`config.mk`:
```
export PLATFORM = sky130hd
export DESIGN_NAME = spi_frame_master_flat
export DESIGN_NICKNAME = d
export VERILOG_FILES = /design/src/rtl/spi_frame_master_if.sv /design/src/rtl/spi_frame_master.sv /design/src/flat_wrapper.sv
export SDC_FILE = /design/constraint.sdc
export NUM_CORES = 1
export LEC_CHECK = 0
export CORE_MARGIN = 4
export CORE_UTILIZATION = 52
export CTS_CLUSTER_SIZE = 14
export DETAILED_ROUTE_END_ITERATION = 12
export PLACE_DENSITY = 0.79
export SYNTH_ARGS = -nofsm -noshare
export SYNTH_HDL_FRONTEND = slang
export SYNTH_SLANG_ARGS = --single-unit
```
`constraint.sdc`:
```
create_clock -name clk_8mhz -period 3 [get_ports clk_8mhz]
set_clock_uncertainty 0.2 [all_clocks]
set_input_delay 0.75 -clock clk_8mhz [delete_from_list [all_inputs] [get_ports clk_8mhz]]
set_output_delay 0.75 -clock clk_8mhz [all_outputs]
set_load 0.02 [all_outputs]
```
`src/rtl/spi_frame_master_if.sv`:
```
// spi_frame_master_if: frame request/response handshake plus the SPI slave pins
interface spi_frame_master_if #(parameter int FRAME_BITS = 80);
  logic start;
  logic [FRAME_BITS-1:0] tx_frame;
  logic busy;
  logic done;
  logic [FRAME_BITS-1:0] rx_frame;
  logic sck;
  logic mosi;
  logic miso;
  logic fpga_cs;
  modport master (input start, tx_frame, miso, output busy, done, rx_frame, sck, mosi, fpga_cs);
  modport slave (output start, tx_frame, miso, input busy, done, rx_frame, sck, mosi, fpga_cs);
endinterface

```
`src/rtl/spi_frame_master.sv`:
```
// spi_frame_master: one-frame SPI master, all four modes, either bit order, timed chip select
module spi_frame_master #(
  parameter int FRAME_BITS = 80,
  parameter int CLK_DIV = 4,
  parameter int CS_SETUP = 5,
  parameter int CS_HOLD = 5,
  parameter bit CPOL = 1'b0,
  parameter bit CPHA = 1'b0,
  parameter bit MSB_FIRST = 1'b1
) (
  input logic clk_8mhz,
  input logic reset_n,
  spi_frame_master_if.master bus
);
  localparam int SH_MAX = CS_SETUP > CS_HOLD ? CS_SETUP : CS_HOLD;
  localparam int SW = SH_MAX > 1 ? $clog2(SH_MAX) : 1;
  localparam int DW = CLK_DIV > 1 ? $clog2(CLK_DIV) : 1;
  localparam int HW = $clog2(2 * FRAME_BITS);
  typedef enum logic [1:0] {IDLE, SETUP, SHIFT, HOLD} state_t;
  state_t state, state_n;
  logic [SW-1:0] cnt;
  logic [DW-1:0] div;
  logic [HW-1:0] half;
  logic [FRAME_BITS-1:0] sr, rx;
  logic tick, last, lead, adv, cap, cnt_end;
  function automatic logic first_bit(input logic [FRAME_BITS-1:0] v);
    return MSB_FIRST ? v[FRAME_BITS-1] : v[0];
  endfunction
  function automatic logic [FRAME_BITS-1:0] advance(input logic [FRAME_BITS-1:0] v);
    return MSB_FIRST ? v << 1 : v >> 1;
  endfunction
  // half counts sck toggles; even toggles are leading edges, odd ones trailing
  always_comb begin
    tick = state == SHIFT && div == DW'(CLK_DIV - 1);
    last = tick && half == HW'(2 * FRAME_BITS - 1);
    lead = tick && !half[0];
    adv = CPHA ? lead : tick && half[0] && !last;
    cap = CPHA ? tick && half[0] : lead;
    cnt_end = cnt == SW'((state == SETUP ? CS_SETUP : CS_HOLD) - 1);
    state_n = state == IDLE ? (bus.start ? SETUP : IDLE) :
              state == SETUP ? (cnt_end ? SHIFT : SETUP) :
              state == SHIFT ? (last ? HOLD : SHIFT) : (cnt_end ? IDLE : HOLD);
  end
  always_ff @(posedge clk_8mhz) state <= !reset_n ? IDLE : state_n;
  assign bus.busy = state != IDLE;
  always_ff @(posedge clk_8mhz) begin
    if (!reset_n) begin
      cnt <= '0;
      div <= '0;
      half <= '0;
      sr <= '0;
      rx <= '0;
      bus.rx_frame <= '0;
      bus.done <= 1'b0;
      bus.sck <= CPOL;
      bus.mosi <= 1'b0;
      bus.fpga_cs <= 1'b1;
    end else begin
      cnt <= (state == state_n && (state == SETUP || state == HOLD)) ? cnt + 1'b1 : '0;
      div <= (state == SHIFT && !tick) ? div + 1'b1 : '0;
      half <= (state == SHIFT && !last) ? half + HW'(tick) : '0;
      bus.done <= state == HOLD && cnt_end;
      if (tick) bus.sck <= ~bus.sck;
      if (cap) rx <= MSB_FIRST ? ((rx << 1) | FRAME_BITS'(bus.miso)) : ((rx >> 1) | (FRAME_BITS'(bus.miso) << (FRAME_BITS - 1)));
      if (adv) begin
        bus.mosi <= first_bit(sr);
        sr <= advance(sr);
      end
      // CPHA=0 puts the first bit out during SETUP, so only the remainder stays queued
      if (state == IDLE && bus.start) begin
        sr <= CPHA ? bus.tx_frame : advance(bus.tx_frame);
        bus.mosi <= CPHA ? 1'b0 : first_bit(bus.tx_frame);
        rx <= '0;
        bus.fpga_cs <= 1'b0;
      end
      if (state == HOLD && cnt_end) begin
        bus.fpga_cs <= 1'b1;
        bus.mosi <= 1'b0;
        bus.rx_frame <= rx;
      end
    end
  end
endmodule

```
`src/flat_wrapper.sv`:
```
// flat-port wrapper written by rule: the top's interface ports become plain ports
module spi_frame_master_flat 
#(
  parameter int FRAME_BITS = 80,
  parameter int CLK_DIV = 4,
  parameter int CS_SETUP = 5,
  parameter int CS_HOLD = 5,
  parameter bit CPOL = 1'b0,
  parameter bit CPHA = 1'b0,
  parameter bit MSB_FIRST = 1'b1
)
  (clk_8mhz, reset_n, bus_start, bus_tx_frame, bus_miso, bus_busy, bus_done, bus_rx_frame, bus_sck, bus_mosi, bus_fpga_cs);
  spi_frame_master_if #(.FRAME_BITS(FRAME_BITS)) bus_i ();
  input logic clk_8mhz;
  input logic reset_n;
  input wire logic [$bits(bus_i.start)-1:0] bus_start;
  input wire logic [$bits(bus_i.tx_frame)-1:0] bus_tx_frame;
  input wire logic [$bits(bus_i.miso)-1:0] bus_miso;
  output wire logic [$bits(bus_i.busy)-1:0] bus_busy;
  output wire logic [$bits(bus_i.done)-1:0] bus_done;
  output wire logic [$bits(bus_i.rx_frame)-1:0] bus_rx_frame;
  output wire logic [$bits(bus_i.sck)-1:0] bus_sck;
  output wire logic [$bits(bus_i.mosi)-1:0] bus_mosi;
  output wire logic [$bits(bus_i.fpga_cs)-1:0] bus_fpga_cs;
  assign bus_i.start = bus_start;
  assign bus_i.tx_frame = bus_tx_frame;
  assign bus_i.miso = bus_miso;
  assign bus_busy = bus_i.busy;
  assign bus_done = bus_i.done;
  assign bus_rx_frame = bus_i.rx_frame;
  assign bus_sck = bus_i.sck;
  assign bus_mosi = bus_i.mosi;
  assign bus_fpga_cs = bus_i.fpga_cs;
  spi_frame_master #(.FRAME_BITS(FRAME_BITS), .CLK_DIV(CLK_DIV), .CS_SETUP(CS_SETUP), .CS_HOLD(CS_HOLD), .CPOL(CPOL), .CPHA(CPHA), .MSB_FIRST(MSB_FIRST)) u_core (.clk_8mhz(clk_8mhz), .reset_n(reset_n), .bus(bus_i));
endmodule
```
==> results of run 1 <==
[worst max-delay path, cell delays in order, from the launching register on]
cell and delay, ns:
dfxtp_1 0.37, nor2_1 0.31, inv_1 0.08, clkdlybuf4s50_1 0.54
[flip-flops by register name, indices dropped and copies added (netlist names)]
name                 cells
u_core.bus.rx_frame     80
u_core.rx               80
u_core.sr               79
u_core.half              8
u_core.cnt               3
u_core.div               2
u_core.state             2
u_core.bus.done          1
u_core.bus.fpga_cs       1
u_core.bus.mosi          1
u_core.bus.sck           1
[cell type report]
type	instances	area [um2]	share of cell area, %
multi-input combinational	777	4030	32.8
timing repair buffer	182	1880	15.3
antenna	1	2.50	0.0204
sequential	258	5160	42.1
clock buffer	43	826	6.73
inverter	8	30.0	0.245
tap	229	287	2.34
clock inverter	5	50.0	0.408
[stage by stage]
stage	cells	area, um2
after floorplan	1132	9570
after global placement	1454	11400
after detailed placement	1454	11400
after CTS	1502	12300
after global routing	1503	12300
final	1503	12300
[how the worst max path moves through the flow]
stage / start / endpoint / slack, ns / cells past startpoint
after global placement: u_core.div[0] / u_core.sr[1] / 0.48 / 8
after CTS: u_core.state[0] / bus_busy / 0.20 / 3
after detailed placement: u_core.div[0] / u_core.sr[68] / 0.44 / 8
final: u_core.state[0] / bus_busy / 0.24 / 3
after global routing: u_core.state[0] / bus_busy / 0.14 / 3
after floorplan: u_core.div[0] / u_core.rx[0] / 0.78 / 8
[kinds of logic (layout without fill, tap and decap cells)]
logic type               after synthesis  after routing  share of synthesized area (%)
AO/OA/AOI/OAI                        322            322                           17.1
XOR/XNOR                               8              8                          0.732
adder cells (fa/ha/maj)                6              6                          0.785
buffers and inverters                 97            238                           4.20
flip-flops                           258            258                           54.0
multiplexers                          81             81                           8.48
other                                  0              1                              0
AND/OR/NAND/NOR                      360            360                           14.7
[cell usage in the layout, fill, tap and decap left out, types with 2 or more instances in the layout]
master	count
a21oi_1	240
nand4_1	2
inv_1	7
clkbuf_1	7
buf_12	8
and4_1	2
ha_1	5
clkdlybuf4s50_1	167
nor2_1	93
nor3b_1	2
o21ai_0	78
dfxtp_1	258
xor2_1	3
clkinv_2	4
nand3_1	6
clkbuf_16	27
clkbuf_8	9
mux2i_1	81
nand2_1	244
nand2_2	2
xnor2_1	5
buf_4	6
[power breakdown]
part,switching [mW],total [mW],internal (mW)
clock,1.27,3.23,1.96
sequential,0.0504,3.58,3.52
combinational,0.224,0.423,0.199
[metal layers]
layer	vias up	part of all wire [%]	track usage, %
li1	4028	-	-
met1	3831	46	29.5
met2	213	46	33.7
met3	24	6.5	4.03
met4	0	1.4	4.76
met5	-	0	0
==> results.md, run 1 <==
* Final RePlAce weighted congestion at ~0.8
* Worst vdd ir at 0.529 mV
* Worst Tran Pin Value at 0.920 ns
* Num CTS Buffers at 26
* Latest clock arrival within the worst-skew pair at 0.51 ns
* DR iter-0 viols at around 520
* Hold Path Depth at 1
* Minimum hold slack at 0.230 ns
* Drt wl/cell at 14.9 um
* Critical path start-end classification: reg2out
* Status: finished clean
* Syn avg cell area at between 8 and 9 um2
* Reg-to-reg critical path startpoint: u_core.div[0]
* EDFF count, synth at 0
* Min cycle time layout at 2.76 ns
* DRC at 0
* Row count at 49
* DRT Pass-1 Iters at 7
* Count leader, synth: dfxtp_1
* Die Footprint at roughly 0.021 mm2
* Worst-path clk slew at 0.06 ns
* Dominant cell type by area after synthesis: dfxtp_1
* Setup_tns at 0 ns
* CP Capture Type: primary output
* Share of layout cells above drive strength 1 at 5.11%
* Post-CTS Resized at 0
* Worst-path maximum fanout at 8
* YS warnings at 0
* Slew headroom at just under 40%
* Hold_buf cts at 0
* Asr flop ratio synth at 0%
* # setup viols final at 0
* Initial antenna violation count at 1
* Worst setup SP type: flip-flop
* Pwr Density at between 500 and 600 mW/mm2
* CTS tree: built
* Synth top area cells: dfxtp_1 54%, a21oi_1 13%, nand2_1 9.7%, mux2i_1 8.5%, o21ai_0 4.1%
* Crit path required time at just over 2 ns
* Hold endpoint: u_core.div[0]
* NumNets Final at around 1300
* WP data arrival at around 1.8 ns
* Placement Setup Slack at approximately 0.44 ns
* Root Driver: clkbuf_16
* Most used DFF post-synth: dfxtp_1
* Slack of the critical path at 0.245 ns
* Yosys cell types at 30
* Max Freq at around 360 MHz
* Hold Vio Cnt, Final at 0
* Post-layout util at roughly two thirds
* Maxcap violations at 0
* Max-slew violations at 0
* Ports at 169
* Post-synthesis net count at approximately 1200
* Period utilization at between 90% and 100%
* CORE AREA at around 0.018 mm2
* Final ANT Viol Nets at 0
* Vias in the first global route at roughly 7600
* Post-Synthesis Cell Area at between 0.009 and 0.01 mm2
* Die width at between 100 and 150 um
* Cells after Synth at 1132
* Layout fillers at approximately 1500
* HP Class: reg2reg
* Area growth, synth to finish at 28.2%
* Setup bufs post-CTS at 0
* P_leak at about 4.2 nW
* #FFs+latches synth at roughly 260
* Total wire length at ~22 mm
* Post-DR vias/cell at approximately 5.4
* RSZ-0062 raised after global routing: false
* Initial core utilization at between 50% and 60%
* R2R setup slack at roughly 0.38 ns
* Reg2reg end: u_core.sr[34]
* Hold Crit Start: u_core.div[0]
* Clk sinks at about 260
* Seq/Total Area, Yosys at 54.0%
* Port Buffers at between 150 and 200
* R2R depth at 8
* Vias at 8096
* Final Power at just over 7 mW
* Top cell type's share of synthesized area at 54.0%
* GR Util All Layers at 21.0%
* First-pass GRT wire length at between 30 and 40 mm
* Synth cell count leaders: 258 x dfxtp_1, 246 x nand2_1, 240 x a21oi_1
* Gr ovfl total at 0
* Final HPWL DP at between 10 and 15 mm
* Largest net degree at the start of global routing at 86
* H-tree depth at 1
* Max Buffers Root-to-Sink at 3
* Die Ht at between 100 and 150 um
Note: power is estimated with default switching activity, not from simulation.
==> run 2: changes to the inputs <==
--- a/config.mk
+++ b/config.mk
@@ -5,11 +5,13 @@
 export SDC_FILE = /design/constraint.sdc
 export NUM_CORES = 1
 export LEC_CHECK = 0
+export CORE_ASPECT_RATIO = 0.9
 export CORE_MARGIN = 4
 export CORE_UTILIZATION = 52
 export CTS_CLUSTER_SIZE = 14
 export DETAILED_ROUTE_END_ITERATION = 12
 export PLACE_DENSITY = 0.79
+export SKIP_CTS_REPAIR_TIMING = 1
 export SYNTH_ARGS = -nofsm -noshare
 export SYNTH_HDL_FRONTEND = slang
 export SYNTH_SLANG_ARGS = --single-unit
==> results.md, run 2 (synthesized netlist as in run 1, its figures left out) <==
* P_leak at 4.22 nW (was 4.18 nW)
* GR Util All Layers at 20.5% (was 21.0%)
* Gr ovfl total at 0 (unchanged)
* Maxcap violations at 0 (unchanged)
* Initial core utilization at 53.6% (was 53.1%)
* WP data arrival at 1.81 ns (about the same)
* Setup_tns at 0 ns (unchanged)
* Max Freq at 362 MHz (was 363 MHz)
* Crit path required time at 2.05 ns (about the same)
* Vias in the first global route at 7273 (was 7624)
* CTS tree: built (unchanged)
* Post-DR vias/cell at 5.26 (was 5.39)
* Area growth, synth to finish at 29.1% (was 28.2%)
* Die Ht at 137 um (was 144 um)
* Largest registers: u_core.bus.rx_frame: 80 flops, u_core.rx: 80 flops, u_core.sr: 79 flops (unchanged)
* Layout fillers at 1392 (was 1456)
* Post-layout util at 69.2% (was 68.1%)
* Commonest cells after routing, fill and taps aside: 258 x dfxtp_1, 244 x nand2_1, 240 x a21oi_1, 167 x clkdlybuf4s50_1, 93 x nor2_1 (unchanged)
* Hold Path Depth at 1 (unchanged)
* # setup viols final at 0 (unchanged)
* Share of layout cells above drive strength 1 at 5.72% (was 5.11%)
* Die width at 151 um (was 144 um)
* RSZ-0062 raised after global routing: false (unchanged)
* Max Buffers Root-to-Sink at 3 (unchanged)
* Root Driver: clkbuf_16 (unchanged)
* HP Class: reg2reg (unchanged)
* CORE AREA at 0.0178 mm2 (was 0.0180 mm2)
* R2R depth at 8 (unchanged)
* DR iter-0 viols at 463 (was 524)
* Initial antenna violation count at 1 (unchanged)
* Status: finished clean (unchanged)
* CP Capture Type: primary output (unchanged)
* Slack of the critical path at 0.238 ns (was 0.245 ns)
* Crit path max-delay cell type: clkdlybuf4s50_1 (unchanged)
* Row count at 46 (was 49)
* Num CTS Buffers at 27 (was 26)
* Clk sinks at 258 (unchanged)
* Minimum hold slack at 0.235 ns (was 0.230 ns)
* Drt wl/cell at 14.7 um (was 14.9 um)
* Placement Setup Slack at 0.495 ns (was 0.439 ns)
* Placed Cells at 1467 (was 1454)
* Port Buffers at 168 (unchanged)
* NumNets Final at 1346 (was 1343)
* H-tree depth at 1 (unchanged)
* CP delay by family, top: buffers and inverters (unchanged)
* Die Footprint at 0.0206 mm2 (about the same)
* Latest clock arrival within the worst-skew pair at 0.54 ns (was 0.51 ns)
* Slowest stage delay, CP at 0.65 ns (was 0.54 ns)
* Hold Vio Cnt, Final at 0 (unchanged)
* First-pass GRT wire length at 35.9 mm (was 36.7 mm)
* Pwr Density at 604 mW/mm2 (was 589 mW/mm2)
* Worst setup SP type: flip-flop (unchanged)
* Critical path start-end classification: reg2out (unchanged)
* DRT Pass-1 Iters at 5 (was 7)
* Max-slew violations at 0 (unchanged)
* DRC at 0 (unchanged)
* Worst vdd ir at 0.451 mV (was 0.529 mV)
* Min cycle time layout at 2.76 ns (about the same)
* Commonest non-fill, non-tap cell in the layout: dfxtp_1 (unchanged)
* Slew headroom at 38.0% (was 38.7%)
* Worst Tran Pin Value at 0.929 ns (was 0.920 ns)
* Worst-path clk slew at 0.06 ns (about the same)
* CP bufs+invs at 2 (unchanged)
* Period utilization at 92.1% (was 91.8%)
* Final Non-Filler Cells at 1517 (was 1503)
* Cell Chain, Critical Path: nor2_1 > inv_1 > clkdlybuf4s50_1 (unchanged)
* Final HPWL DP at 13.4 mm (was 13.3 mm)
* Final RePlAce weighted congestion at 0.757 (was 0.801)
* Worst-path maximum fanout at 8 (unchanged)
* Vias at 7978 (was 8096)
* WP depth at 3 (unchanged)
* Final ANT Viol Nets at 0 (unchanged)
* Total wire length at 22.3 mm (about the same)
* Ports at 169 (unchanged)
* Largest net degree at the start of global routing at 86 (unchanged)
[run 2: path summary, 6_finish.rpt]
kind,endpoint,startpoint,slack (ns)
worst max-delay path,bus_busy,u_core.state[0],0.24
worst min-delay path,u_core.div[0],u_core.div[0],0.24
worst max register to register,u_core.sr[69],u_core.div[0],0.54
worst min register to register,u_core.div[0],u_core.div[0],0.24
[run 2: stage by stage]
| stage | total power, mW | area, um2 |
|---|---|---|
| 3_3_place_gp | 4.05 | 11400 |
| 4_1_cts | 7.52 | 12300 |
| 3_5_place_dp | 4.06 | 11400 |
| 5_1_grt | 7.73 | 12300 |
| 2_1_floorplan | 3.88 | 9570 |
| 6_report | 7.46 | 12300 |
[run 2: power by group]
group	switching, mW	internal (mW)	leakage [nW]
Sequential	0.0503	3.52	2.10
Clock	1.37	2.11	0.474
Combinational	0.217	0.193	1.65
Total	1.64	5.82	4.22
[run 2: per-layer routing]
layer	wire length [um]	vias up	track usage [%]
li1	-	4049	-
met1	10100	3670	29.4
met2	10000	221	31.6
met3	1780	36	5.10
met4	348	2	4.53
met5	13	-	0
[run 2: final cells by class]
cell class / count / area (um2) / share of cell area, %
Tap cell: 240 / 300 / 2.43
Timing Repair Buffer: 184 / 1870 / 15.2
Clock buffer: 40 / 835 / 6.76
Inverter: 8 / 30.0 / 0.243
Clock inverter: 9 / 119 / 0.963
Multi-Input combinational cell: 777 / 4030 / 32.6
Sequential cell: 258 / 5160 / 41.8
Antenna cell: 1 / 2.50 / 0.0203
==> run 3: changes to the inputs <==
--- a/config.mk
+++ b/config.mk
@@ -7,11 +7,13 @@
 export LEC_CHECK = 0
 export CORE_ASPECT_RATIO = 0.9
 export CORE_MARGIN = 4
-export CORE_UTILIZATION = 52
+export CORE_UTILIZATION = 57
 export CTS_CLUSTER_SIZE = 14
 export DETAILED_ROUTE_END_ITERATION = 12
-export PLACE_DENSITY = 0.79
+export DONT_BUFFER_PORTS = 1
+export PLACE_DENSITY = 0.72
 export SKIP_CTS_REPAIR_TIMING = 1
+export SLEW_MARGIN = 25
 export SYNTH_ARGS = -nofsm -noshare
 export SYNTH_HDL_FRONTEND = slang
 export SYNTH_SLANG_ARGS = --single-unit
==> results.md, run 3 (synthesized netlist as in run 1, its figures left out) <==
* Slack of the critical path at 0.441 ns (was 0.238 ns)
* Row count at 44 (was 46)
* Largest registers: u_core.bus.rx_frame: 80 flops, u_core.rx: 80 flops, u_core.sr: 79 flops (unchanged)
* Crit path max-delay cell type: a31o_2 (was clkdlybuf4s50_1)
* Period utilization at 85.3% (was 92.1%)
* Maxcap violations at 0 (unchanged)
* Worst vdd ir at 0.451 mV (about the same)
* Die width at 145 um (was 151 um)
* Max-slew violations at 0 (unchanged)
* HP Class: in2reg (was reg2reg)
* Gr ovfl total at 0 (unchanged)
* Min cycle time layout at 2.56 ns (was 2.76 ns)
* Root Driver: clkbuf_16 (unchanged)
* CORE AREA at 0.0163 mm2 (was 0.0178 mm2)
* Hold Vio Cnt, Final at 0 (unchanged)
* Initial antenna violation count at 0 (was 1)
* Max Buffers Root-to-Sink at 3 (unchanged)
* Final Non-Filler Cells at 1308 (was 1517)
* Latest clock arrival within the worst-skew pair at 0.50 ns (was 0.54 ns)
* R2R depth at 8 (unchanged)
* Top cell by count, worst path: ha_1
* Psw at 1.50 mW (was 1.64 mW)
* Placed Cells at 1262 (was 1467)
* GR Util All Layers at 20.0% (was 20.5%)
* Worst setup SP type: flip-flop (unchanged)
* Pint at 5.43 mW (was 5.82 mW)
* Final RePlAce weighted congestion at 0.756 (was 0.757)
* Layout fillers at 1383 (was 1392)
* Num CTS Buffers at 25 (was 27)
* Final HPWL DP at 12.0 mm (was 13.4 mm)
* P_leak at 3.53 nW (was 4.22 nW)
* CP Capture Type: flip-flop (was primary output)
* Reg2reg end: u_core.sr[34] (was u_core.sr[69])
* Area growth, synth to finish at 9.85% (was 29.1%)
* R2R setup slack at 0.44 ns (was 0.54 ns)
* Die Footprint at 0.0189 mm2 (was 0.0206 mm2)
* Ports at 169 (unchanged)
* Vias in the first global route at 6537 (was 7273)
* Commonest non-fill, non-tap cell in the layout: dfxtp_1 (unchanged)
* RSZ-0062 raised after global routing: false (unchanged)
* DRC at 0 (unchanged)
* Dpl cell area at 0.00970 mm2 (was 0.0114 mm2)
* H-tree depth at 1 (unchanged)
* Clock power frac at 44.2% (was 46.6%)
* Final Power at 6.93 mW (was 7.46 mW)
* Hold Crit Start: reset_n (was u_core.div[0])
* Share of layout cells above drive strength 1 at 5.36% (was 5.72%)
* DRT Pass-1 Iters at 5 (unchanged)
* Worst-path maximum fanout at 57 (was 8)
* Crit path required time at 3.23 ns (was 2.05 ns)
* Port Buffers at 0 (was 168)
* Largest net degree at the start of global routing at 86 (unchanged)
* WP data arrival at 2.79 ns (was 1.81 ns)
* Worst-path clk slew at 0.06 ns (about the same)
* Hold Path Depth at 1 (unchanged)
* DR iter-0 viols at 380 (was 463)
* CTS tree: built (unchanged)
* Vias at 7316 (was 7978)
* Status: finished clean (unchanged)
* # setup viols final at 0 (unchanged)
* Total wire length at 20.2 mm (was 22.3 mm)
* Setup_tns at 0 ns (unchanged)
* Commonest cells after routing, fill and taps aside: 258 x dfxtp_1, 244 x nand2_1, 240 x a21oi_1, 93 x nor2_1, 81 x mux2i_1 (was 258 x dfxtp_1, 244 x nand2_1, 240 x a21oi_1, 167 x clkdlybuf4s50_1, 93 x nor2_1)
* Max Freq at 391 MHz (was 362 MHz)
* Clk sinks at 258 (unchanged)
* Critical path start-end classification: reg2reg (was reg2out)
* Worst Tran Pin Value at 0.914 ns (was 0.929 ns)
* Drt wl/cell at 15.4 um (was 14.7 um)
* Final std cell area, no fill at 0.0105 mm2 (was 0.0123 mm2)
* NumNets Final at 1172 (was 1346)
* Initial core utilization at 58.7% (was 53.6%)
* Hold endpoint: u_core.bus.fpga_cs (was u_core.div[0])
* Reg power frac at 51.7% (was 47.9%)
* Slew headroom at 39.0% (was 38.0%)
* Slowest stage delay, CP at 0.46 ns (was 0.65 ns)
* Placement Setup Slack at 0.458 ns (was 0.495 ns)
* Cell Chain, Critical Path: ha_1 > and3b_1 > ha_1 > inv_1 > a31o_2 > buf_12 > nand2_1 > a21oi_1 (was nor2_1 > inv_1 > clkdlybuf4s50_1)
* Pwr Density at 659 mW/mm2 (was 604 mW/mm2)
* Sw Share at 21.6% (was 22.0%)
* Combinational power share at 4.1% (was 5.5%)
* Reg-to-reg critical path startpoint: u_core.div[0] (unchanged)
* # diodes at 0 (was 1)
* Final ANT Viol Nets at 0 (unchanged)
* Post-DR vias/cell at 5.59 (was 5.26)
* Die Ht at 131 um (was 137 um)
* First-pass GRT wire length at 32.1 mm (was 35.9 mm)
run 3: worst max-delay path: cells and delay by family, from the launching register on:
kind / cells / cell delay (ns)
DFF: 1 / 0.31
AOI/OAI and AO/OA: 2 / 0.59
and+or+nand+nor: 2 / 0.39
buffers and inverters: 2 / 0.43
adders and majority gates: 2 / 0.51
run 3: power by group through the flow:
stage / Clock [mW] / Combinational [mW] / Sequential [mW]
floorplan: 0 / 0.235 / 3.64
global placement: 0 / 0.277 / 3.65
detailed placement: 0 / 0.286 / 3.65
CTS: 3.13 / 0.288 / 3.58
global route: 3.28 / 0.330 / 3.59
finish: 3.06 / 0.284 / 3.58
run 3: how the worst max path moves through the flow:
stage,endpoint,start,slack (ns),cells after the start
floorplan,u_core.rx[0],u_core.div[0],0.78,8
global placement,u_core.sr[1],u_core.div[0],0.50,8
detailed placement,u_core.sr[1],u_core.div[0],0.46,8
CTS,u_core.sr[1],u_core.div[0],0.44,8
global route,u_core.sr[34],u_core.div[0],0.19,8
finish,u_core.sr[34],u_core.div[0],0.44,8
run 3: layout make-up:
type                            instances  area (um2)  area share (%)
Sequential cell                       258        5160            49.1
Multi-Input combinational cell        777        4030            38.3
Clock buffer                           40         752            7.16
Tap cell                              207         259            2.46
Timing Repair Buffer                   12         215            2.05
Clock inverter                          6        61.3           0.583
Inverter                                8        30.0           0.286
run 3: stage by stage:
step                      hold WS (ns)  utilization [%]
after floorplan                  0.208                -
after global placement           0.218             59.5
after detailed placement         0.221             59.5
after CTS                        0.107             64.5
after global routing             0.128             64.5
final                            0.146             64.5
run 3: per-layer routing:
layer  GRT usage [%]  share of wire (%)  vias to the layer above
met3            4.99                7.8                       27
met4            4.61                1.7                        0
li1                -                  -                     3684
met2            30.7                 45                      175
met5               0                  0                        -
met1            28.7                 45                     3430
